**config.mk**
```make
export PLATFORM = sky130hd
export DESIGN_NAME = alu_exec_ctrl
export DESIGN_NICKNAME = d
export VERILOG_FILES = /design/src/rtl/alu_exec_ctrl_pkg.sv /design/src/rtl/alu_exec_ctrl_classify.sv /design/src/rtl/alu_exec_ctrl.sv
export SDC_FILE = /design/constraint.sdc
export NUM_CORES = 1
export LEC_CHECK = 0
export CAP_MARGIN = 20
export CORE_AREA = 3 3 181 183
export CTS_CLUSTER_DIAMETER = 100
export CTS_CLUSTER_SIZE = 14
export DETAILED_ROUTE_END_ITERATION = 8
export DIE_AREA = 0 0 184 186
export PLACE_DENSITY = 0.72
export SETUP_SLACK_MARGIN = 0.1
export SKIP_CTS_REPAIR_TIMING = 1
export SYNTH_ARGS = -nofsm -noshare
export SYNTH_HDL_FRONTEND = slang
export SYNTH_SLANG_ARGS = --single-unit
```
**constraint.sdc**
```tcl
create_clock -name clk -period 3 [get_ports clk]
set_clock_uncertainty 0.1 [all_clocks]
set_input_delay 0.45 -clock clk [delete_from_list [all_inputs] [get_ports clk]]
set_output_delay 0.45 -clock clk [all_outputs]
set_load 0.005 [all_outputs]
```
**src/rtl/alu_exec_ctrl_pkg.sv**
```systemverilog
// Shared instruction codes and helpers for the execute-stage sequencer.
package alu_exec_ctrl_pkg;

    localparam logic [5:0] i_add   = 6'd0;
    localparam logic [5:0] i_sub   = 6'd1;
    localparam logic [5:0] i_and   = 6'd2;
    localparam logic [5:0] i_or    = 6'd3;
    localparam logic [5:0] i_xor   = 6'd4;
    localparam logic [5:0] i_sll   = 6'd5;
    localparam logic [5:0] i_srl   = 6'd6;
    localparam logic [5:0] i_sra   = 6'd7;
    localparam logic [5:0] i_slt   = 6'd8;
    localparam logic [5:0] i_sltu  = 6'd9;
    localparam logic [5:0] i_addi  = 6'd10;
    localparam logic [5:0] i_auipc = 6'd11;
    localparam logic [5:0] i_lui   = 6'd12;
    localparam logic [5:0] i_beq   = 6'd16;
    localparam logic [5:0] i_bne   = 6'd17;
    localparam logic [5:0] i_blt   = 6'd18;
    localparam logic [5:0] i_bge   = 6'd19;
    localparam logic [5:0] i_bltu  = 6'd20;
    localparam logic [5:0] i_bgeu  = 6'd21;
    localparam logic [5:0] i_jal   = 6'd22;
    localparam logic [5:0] i_jalr  = 6'd23;
    localparam logic [5:0] i_lb    = 6'd24;
    localparam logic [5:0] i_lh    = 6'd25;
    localparam logic [5:0] i_lw    = 6'd26;
    localparam logic [5:0] i_lbu   = 6'd27;
    localparam logic [5:0] i_lhu   = 6'd28;
    localparam logic [5:0] i_sb    = 6'd29;
    localparam logic [5:0] i_sh    = 6'd30;
    localparam logic [5:0] i_sw    = 6'd31;

    typedef struct packed {
        logic is_branch;
        logic is_jump;
        logic is_mem;
        logic is_store;
        logic writes_rd;
    } cls_t;

    // Jumps borrow existing ALU ops: JAL computes pc+imm, JALR computes rs1+imm.
    function automatic logic [5:0] alu_op_remap(input logic [5:0] instr);
        logic [5:0] op;
        op = instr;
        if (instr == i_jal)  op = i_auipc;
        if (instr == i_jalr) op = i_addi;
        return op;
    endfunction

endpackage

```
**src/rtl/alu_exec_ctrl_classify.sv**
```systemverilog
// Combinational instruction class decode, shared with hazard logic.
module alu_exec_ctrl_classify
    import alu_exec_ctrl_pkg::*;
(
    input  logic [5:0] i_instr,
    output cls_t       o_cls
);

    always_comb begin
        o_cls = '0;
        case (i_instr)
            i_beq, i_bne, i_blt, i_bge, i_bltu, i_bgeu: o_cls.is_branch = 1'b1;
            i_jal, i_jalr:                              o_cls.is_jump   = 1'b1;
            i_lb, i_lh, i_lw, i_lbu, i_lhu:             o_cls.is_mem    = 1'b1;
            i_sb, i_sh, i_sw: begin
                o_cls.is_mem   = 1'b1;
                o_cls.is_store = 1'b1;
            end
            default: ;
        endcase
        // Unknown codes fall through as plain ALU ops.
        o_cls.writes_rd = ~o_cls.is_branch & ~o_cls.is_mem;
    end

endmodule

```
**src/rtl/alu_exec_ctrl.sv**
```systemverilog
// Execute-stage sequencer: feeds the registered-input ALU, captures and
// classifies its result, and presents one packet downstream with backpressure.
//   state | meaning
//   IDLE  | ready for a new instruction from decode
//   EXEC  | hold registers on alu_*, ALU samples them at end of cycle
//   CAPT  | alu_result valid, packet fields registered
//   DONE  | packet presented until out_ready
module alu_exec_ctrl
    import alu_exec_ctrl_pkg::*;
#(
    parameter int WIDTH = 32
) (
    input  logic             clk,
    input  logic             rst,
    input  logic             in_valid,
    output logic             in_ready,
    input  logic [5:0]       in_instr,
    input  logic [WIDTH-1:0] in_rs1,
    input  logic [WIDTH-1:0] in_rs2,
    input  logic [WIDTH-1:0] in_imm,
    input  logic [4:0]       in_shamt,
    input  logic [31:0]      in_pc,
    input  logic [4:0]       in_rd,
    input  logic             flush,
    output logic [5:0]       alu_instr,
    output logic [WIDTH-1:0] alu_rs1,
    output logic [WIDTH-1:0] alu_rs2,
    output logic [WIDTH-1:0] alu_imm,
    output logic [4:0]       alu_shamt,
    output logic [31:0]      alu_pc,
    input  logic [WIDTH-1:0] alu_result,
    output logic             out_valid,
    input  logic             out_ready,
    output logic [5:0]       out_instr,
    output logic [4:0]       out_rd,
    output logic             out_we,
    output logic [WIDTH-1:0] out_data,
    output logic             out_is_mem,
    output logic             out_is_store,
    output logic [WIDTH-1:0] out_mem_addr,
    output logic [WIDTH-1:0] out_store_data,
    output logic             out_redirect,
    output logic [31:0]      out_target
);

    localparam logic [1:0] S_IDLE = 2'd0;
    localparam logic [1:0] S_EXEC = 2'd1;
    localparam logic [1:0] S_CAPT = 2'd2;
    localparam logic [1:0] S_DONE = 2'd3;

    logic [1:0]       r_state, w_next;
    logic [5:0]       r_instr;
    logic [WIDTH-1:0] r_rs1, r_rs2, r_imm;
    logic [4:0]       r_shamt, r_rd;
    logic [31:0]      r_pc;
    logic             w_accept;
    cls_t             w_cls;
    logic [31:0]      w_link, w_br_target;

    assign w_accept = (r_state == S_IDLE) & in_valid & ~flush;

    always_ff @(posedge clk or negedge rst) begin
        if (!rst) r_state <= S_IDLE;
        else      r_state <= w_next;
    end

    always_comb begin
        w_next = r_state;
        if (flush) begin
            w_next = S_IDLE;
        end else begin
            case (r_state)
                S_IDLE:  if (in_valid) w_next = S_EXEC;
                S_EXEC:  w_next = S_CAPT;
                S_CAPT:  w_next = S_DONE;
                S_DONE:  if (out_ready) w_next = S_IDLE;
                default: w_next = S_IDLE;
            endcase
        end
    end

    // Reset input gates in_ready so it stays low while reset is held.
    always_comb begin
        in_ready  = (r_state == S_IDLE) & rst;
        out_valid = (r_state == S_DONE) & ~flush;
    end

    always_ff @(posedge clk or negedge rst) begin
        if (!rst) begin
            r_instr <= '0;
            r_rs1   <= '0;
            r_rs2   <= '0;
            r_imm   <= '0;
            r_shamt <= '0;
            r_pc    <= '0;
            r_rd    <= '0;
        end else if (w_accept) begin
            r_instr <= in_instr;
            r_rs1   <= in_rs1;
            r_rs2   <= in_rs2;
            r_imm   <= in_imm;
            r_shamt <= in_shamt;
            r_pc    <= in_pc;
            r_rd    <= in_rd;
        end
    end

    assign alu_instr = alu_op_remap(r_instr);
    assign alu_rs1   = r_rs1;
    assign alu_rs2   = r_rs2;
    assign alu_imm   = r_imm;
    assign alu_shamt = r_shamt;
    assign alu_pc    = r_pc;

    alu_exec_ctrl_classify u_classify (
        .i_instr (r_instr),
        .o_cls   (w_cls)
    );

    assign w_link      = r_pc + 32'd4;
    assign w_br_target = r_pc + r_imm[31:0];

    always_ff @(posedge clk or negedge rst) begin
        if (!rst) begin
            out_instr      <= '0;
            out_rd         <= '0;
            out_we         <= 1'b0;
            out_data       <= '0;
            out_is_mem     <= 1'b0;
            out_is_store   <= 1'b0;
            out_mem_addr   <= '0;
            out_store_data <= '0;
            out_redirect   <= 1'b0;
            out_target     <= '0;
        end else if (r_state == S_CAPT) begin
            out_instr      <= r_instr;
            out_rd         <= r_rd;
            out_we         <= w_cls.writes_rd & (r_rd != 5'd0);
            out_is_mem     <= w_cls.is_mem;
            out_is_store   <= w_cls.is_store;
            out_mem_addr   <= w_cls.is_mem   ? alu_result : '0;
            out_store_data <= w_cls.is_store ? r_rs2      : '0;
            if (w_cls.is_jump)
                out_data <= WIDTH'(w_link);
            else if (w_cls.writes_rd)
                out_data <= alu_result;
            else
                out_data <= '0;
            // Branch outcome lives only in result bit 0; upper bits are don't-care.
            if (w_cls.is_branch) begin
                out_redirect <= alu_result[0];
                out_target   <= w_br_target;
            end else if (w_cls.is_jump) begin
                out_redirect <= 1'b1;
                out_target   <= (r_instr == i_jalr) ? {alu_result[31:1], 1'b0}
                                                    : alu_result[31:0];
            end else begin
                out_redirect <= 1'b0;
                out_target   <= '0;
            end
        end
    end

endmodule

```
==> impl_metrics.py <==
metrics = {
    "critical_path": {
        "critPathLaunch": "alu_imm[0]$_DFFE_PN0P_",
        "r2r_start": "alu_imm[0]$_DFFE_PN0P_",
        "crit_end": "out_target[28]$_DFFE_PN0N_",
        "r2r_slack_ns": 0.15,
        "crit_type": "reg2reg",
        "crit_fanout": 3,
        "arrival_ns": 3.17,
        "required_ns": 3.32,
        "crit_path_start_kind": "register",
        "r2r_cells": 9,
        "reg2reg_to": "out_target[28]$_DFFE_PN0N_",
        "end_kind": "register",
    },
    "final_layout": {
        "area_growth_pct": 44.7,
        "fin_util": 0.619,
        "design_area_um2": 19400,
        "final_nets": 1847,
        "n_fill_cell": 2591,
        "drive_above_1_share": 0.152,
        "layout_common_cells": "clkdlybuf4s50_1 (462), dfrtp_1 (289), mux2_2 (155)",
        "layout_commonest_cell": "clkdlybuf4s50_1",
    },
    "sta": {
        "finalCritPeriodShare": 0.951,
        "rsz0062_at_grt": "yes",
        "max_freq_mhz": 351,
        "hold_viol": 0,
        "setup_ws_ns": 0.147,
        "maxSlewViolCount": 0,
        "period_needed_ns": 2.85,
        "setup_violations": 0,
        "relSlewSlack": 0.308,
        "worstMarginPinSlew_ns": 1.04,
    },
    "global_route": {
        "grt_pass1_wl_um": 69800,
        "track_usage": 0.264,
        "grt_pass1_vias": 11200,
        "grt_max_degree": 174,
        "antenna_found_initial": 3,
        "grt-ovfl-total": 0,
    },
    "synthesis": {
        "synth_seq_area_share": 0.538,
        "async_flop_share": 1.00,
        "synth_cell_types": 59,
        "syn-num-nets": 1379,
        "ys_ff_latch": 289,
        "yosys.area.top_type": "dfrtp_1",
        "synth_edf_count": 0,
        "synthFlopType": "dfrtp_1",
        "netlist_instances": 1161,
        "avgSynthCellArea_um2": 11.6,
        "netlist_area_um2": 13400,
        "synth_top_area_share": 0.538,
        "yosys_warnings": 0,
        "synth_area_leaders": "dfrtp_1 (54%), mux2_2 (13%), a22o_1 (4.2%), ha_1 (3.4%), nor2_1 (3.2%)",
    },
    "place": {
        "place.gp.congestion": 0.913,
        "port_buffers": 464,
        "dp_hpwl_um": 35700,
        "pre_cts_ws_ns": 0.0141,
        "placed_cell_area_um2": 18700,
    },
    "routing": {
        "vias": 11300,
        "routedWlPerCell_um": 23.1,
        "drc": 0,
        "ant_nets": 0,
        "viasPerCell": 5.55,
        "wl_um": 47000,
        "first_pass_iters": 5,
        "dr.first_iter.drc_count": 766,
    },
    "cts": {
        "htreeDepth": 1,
        "cts_made_buffers": 24,
        "clkTransAtPathRegs_ns": 0.07,
        "insertion_delay_ns": 0.54,
        "clock_sinks": 289,
        "cts_tree": "yes",
        "clockBufferDepth": 3,
        "root_buffer": "clkbuf_16",
    },
    "die": {
        "ios": 465,
        "die_w_um": 184,
        "core-area_um2": 31400,
        "die_h_um": 186,
        "die_area_um2": 34200,
        "initial_core_util": 0.428,
        "rows": 65,
    },
    "hold_path": {
        "hp-class": "in2async",
    },
    "pwr": {
        "ir_drop_mv": 0.611,
        "power_mw": 23.1,
        "p_leak_nw": 8.28,
        "p_per_area_nw_per_um2": 1190,
    },
    "run": {
        "cap_violations": 0,
    },
    "outcome": {
        "status": "finished, final reports clean",
    },
}
layout make-up:
cell class,instances,area (um^2),share of cell area
tap,402,503,0.0259
clock buffer,25,626,0.0322
inverter,20,76.3,0.00393
multi-input combinational,780,5910,0.304
clock inverter,1,7.51,0.000386
sequential,289,7230,0.372
antenna,1,2.50,0.000129
timing repair buffer,514,5090,0.262
metrics by stage:
stage / TNS, ns / cells / hold WS (ns)
2_1_floorplan: 0 / 1161 / 0.0544
3_3_place_gp: 0 / 2001 / 0.257
5_1_grt: 0 / 2032 / 0.303
6_report: 0 / 2032 / 0.288
4_1_cts: -0.00574 / 2027 / -0.316
3_5_place_dp: 0 / 2001 / 0.256
kinds of logic after synthesis:
group,Yosys count,share of synthesized area
XOR/XNOR,55,0.0358
AND/OR/NAND/NOR,266,0.0899
multiplexers,158,0.132
adder cells (fa/ha/maj),37,0.0350
AO/OA/AOI/OAI,264,0.143
buffers and inverters,92,0.0261
flip-flops,289,0.538
where the power goes:
part	switching (mW)	internal, mW
clock network	1.40	1.47
logic	6.28	6.91
registers	1.36	5.73
layer usage:
layer  part of all wire  vias to the layer above  routed length [um]  global-route usage
met3              0.082                       67                3850              0.0635
met4              0.023                        4                1080              0.0611
met5            0.00057                        -                  27                   0
met2               0.47                      465               22300               0.430
li1                   -                     5141                   -                   -
met1               0.42                     5599               19800               0.361
sequential cells by signal, summed over array words and instances (netlist names), 6 cells and up:
register	flops
alu_rs2	32
out_store_data	32
out_data	32
r_instr	6
alu_rs1	32
out_instr	6
out_mem_addr	32
out_target	32
alu_imm	32
alu_pc	32
worst max-delay path, stage by stage (launching register included):
cell and delay (ns):
dfrtp_1 0.39, ha_2 0.21, fa_2 0.35, a21o_1 0.20, a221o_1 0.38, a21boi_2 0.19, o211ai_1 0.20, o2111ai_2 0.24
a2111oi_0 0.12, or3_1 0.35
cells in the mapped netlist (all sizes together), types with 12 or more instances:
master and number:
a21o 12, a21oi 63, a221oi 24, a22o 64, and3 21, clkbuf 66
dfrtp 289, ha 36, inv 19, mux2 155, nand2 50, nand3 24
nand4 14, nor2 114, nor3 19, o21ai 28, xnor2 31, xor2 24
worst min path at each step:
| stage | slack [ns] | end | cells past startpoint |
|---|---|---|---|
| after detailed placement | 0.26 | alu_rs1[9]$_DFFE_PN0P_ | 1 |
| after global placement | 0.26 | alu_rs1[11]$_DFFE_PN0P_ | 1 |
| after global routing | 0.30 | alu_rs1[22]$_DFFE_PN0P_ | 2 |
| final | 0.29 | alu_rs1[22]$_DFFE_PN0P_ | 2 |
| after CTS | -0.32 | alu_rs1[22]$_DFFE_PN0P_ | 1 |
| after floorplan | 0.05 | alu_imm[0]$_DFFE_PN0P_ | 0 |
(Power assumes the default switching activity.)
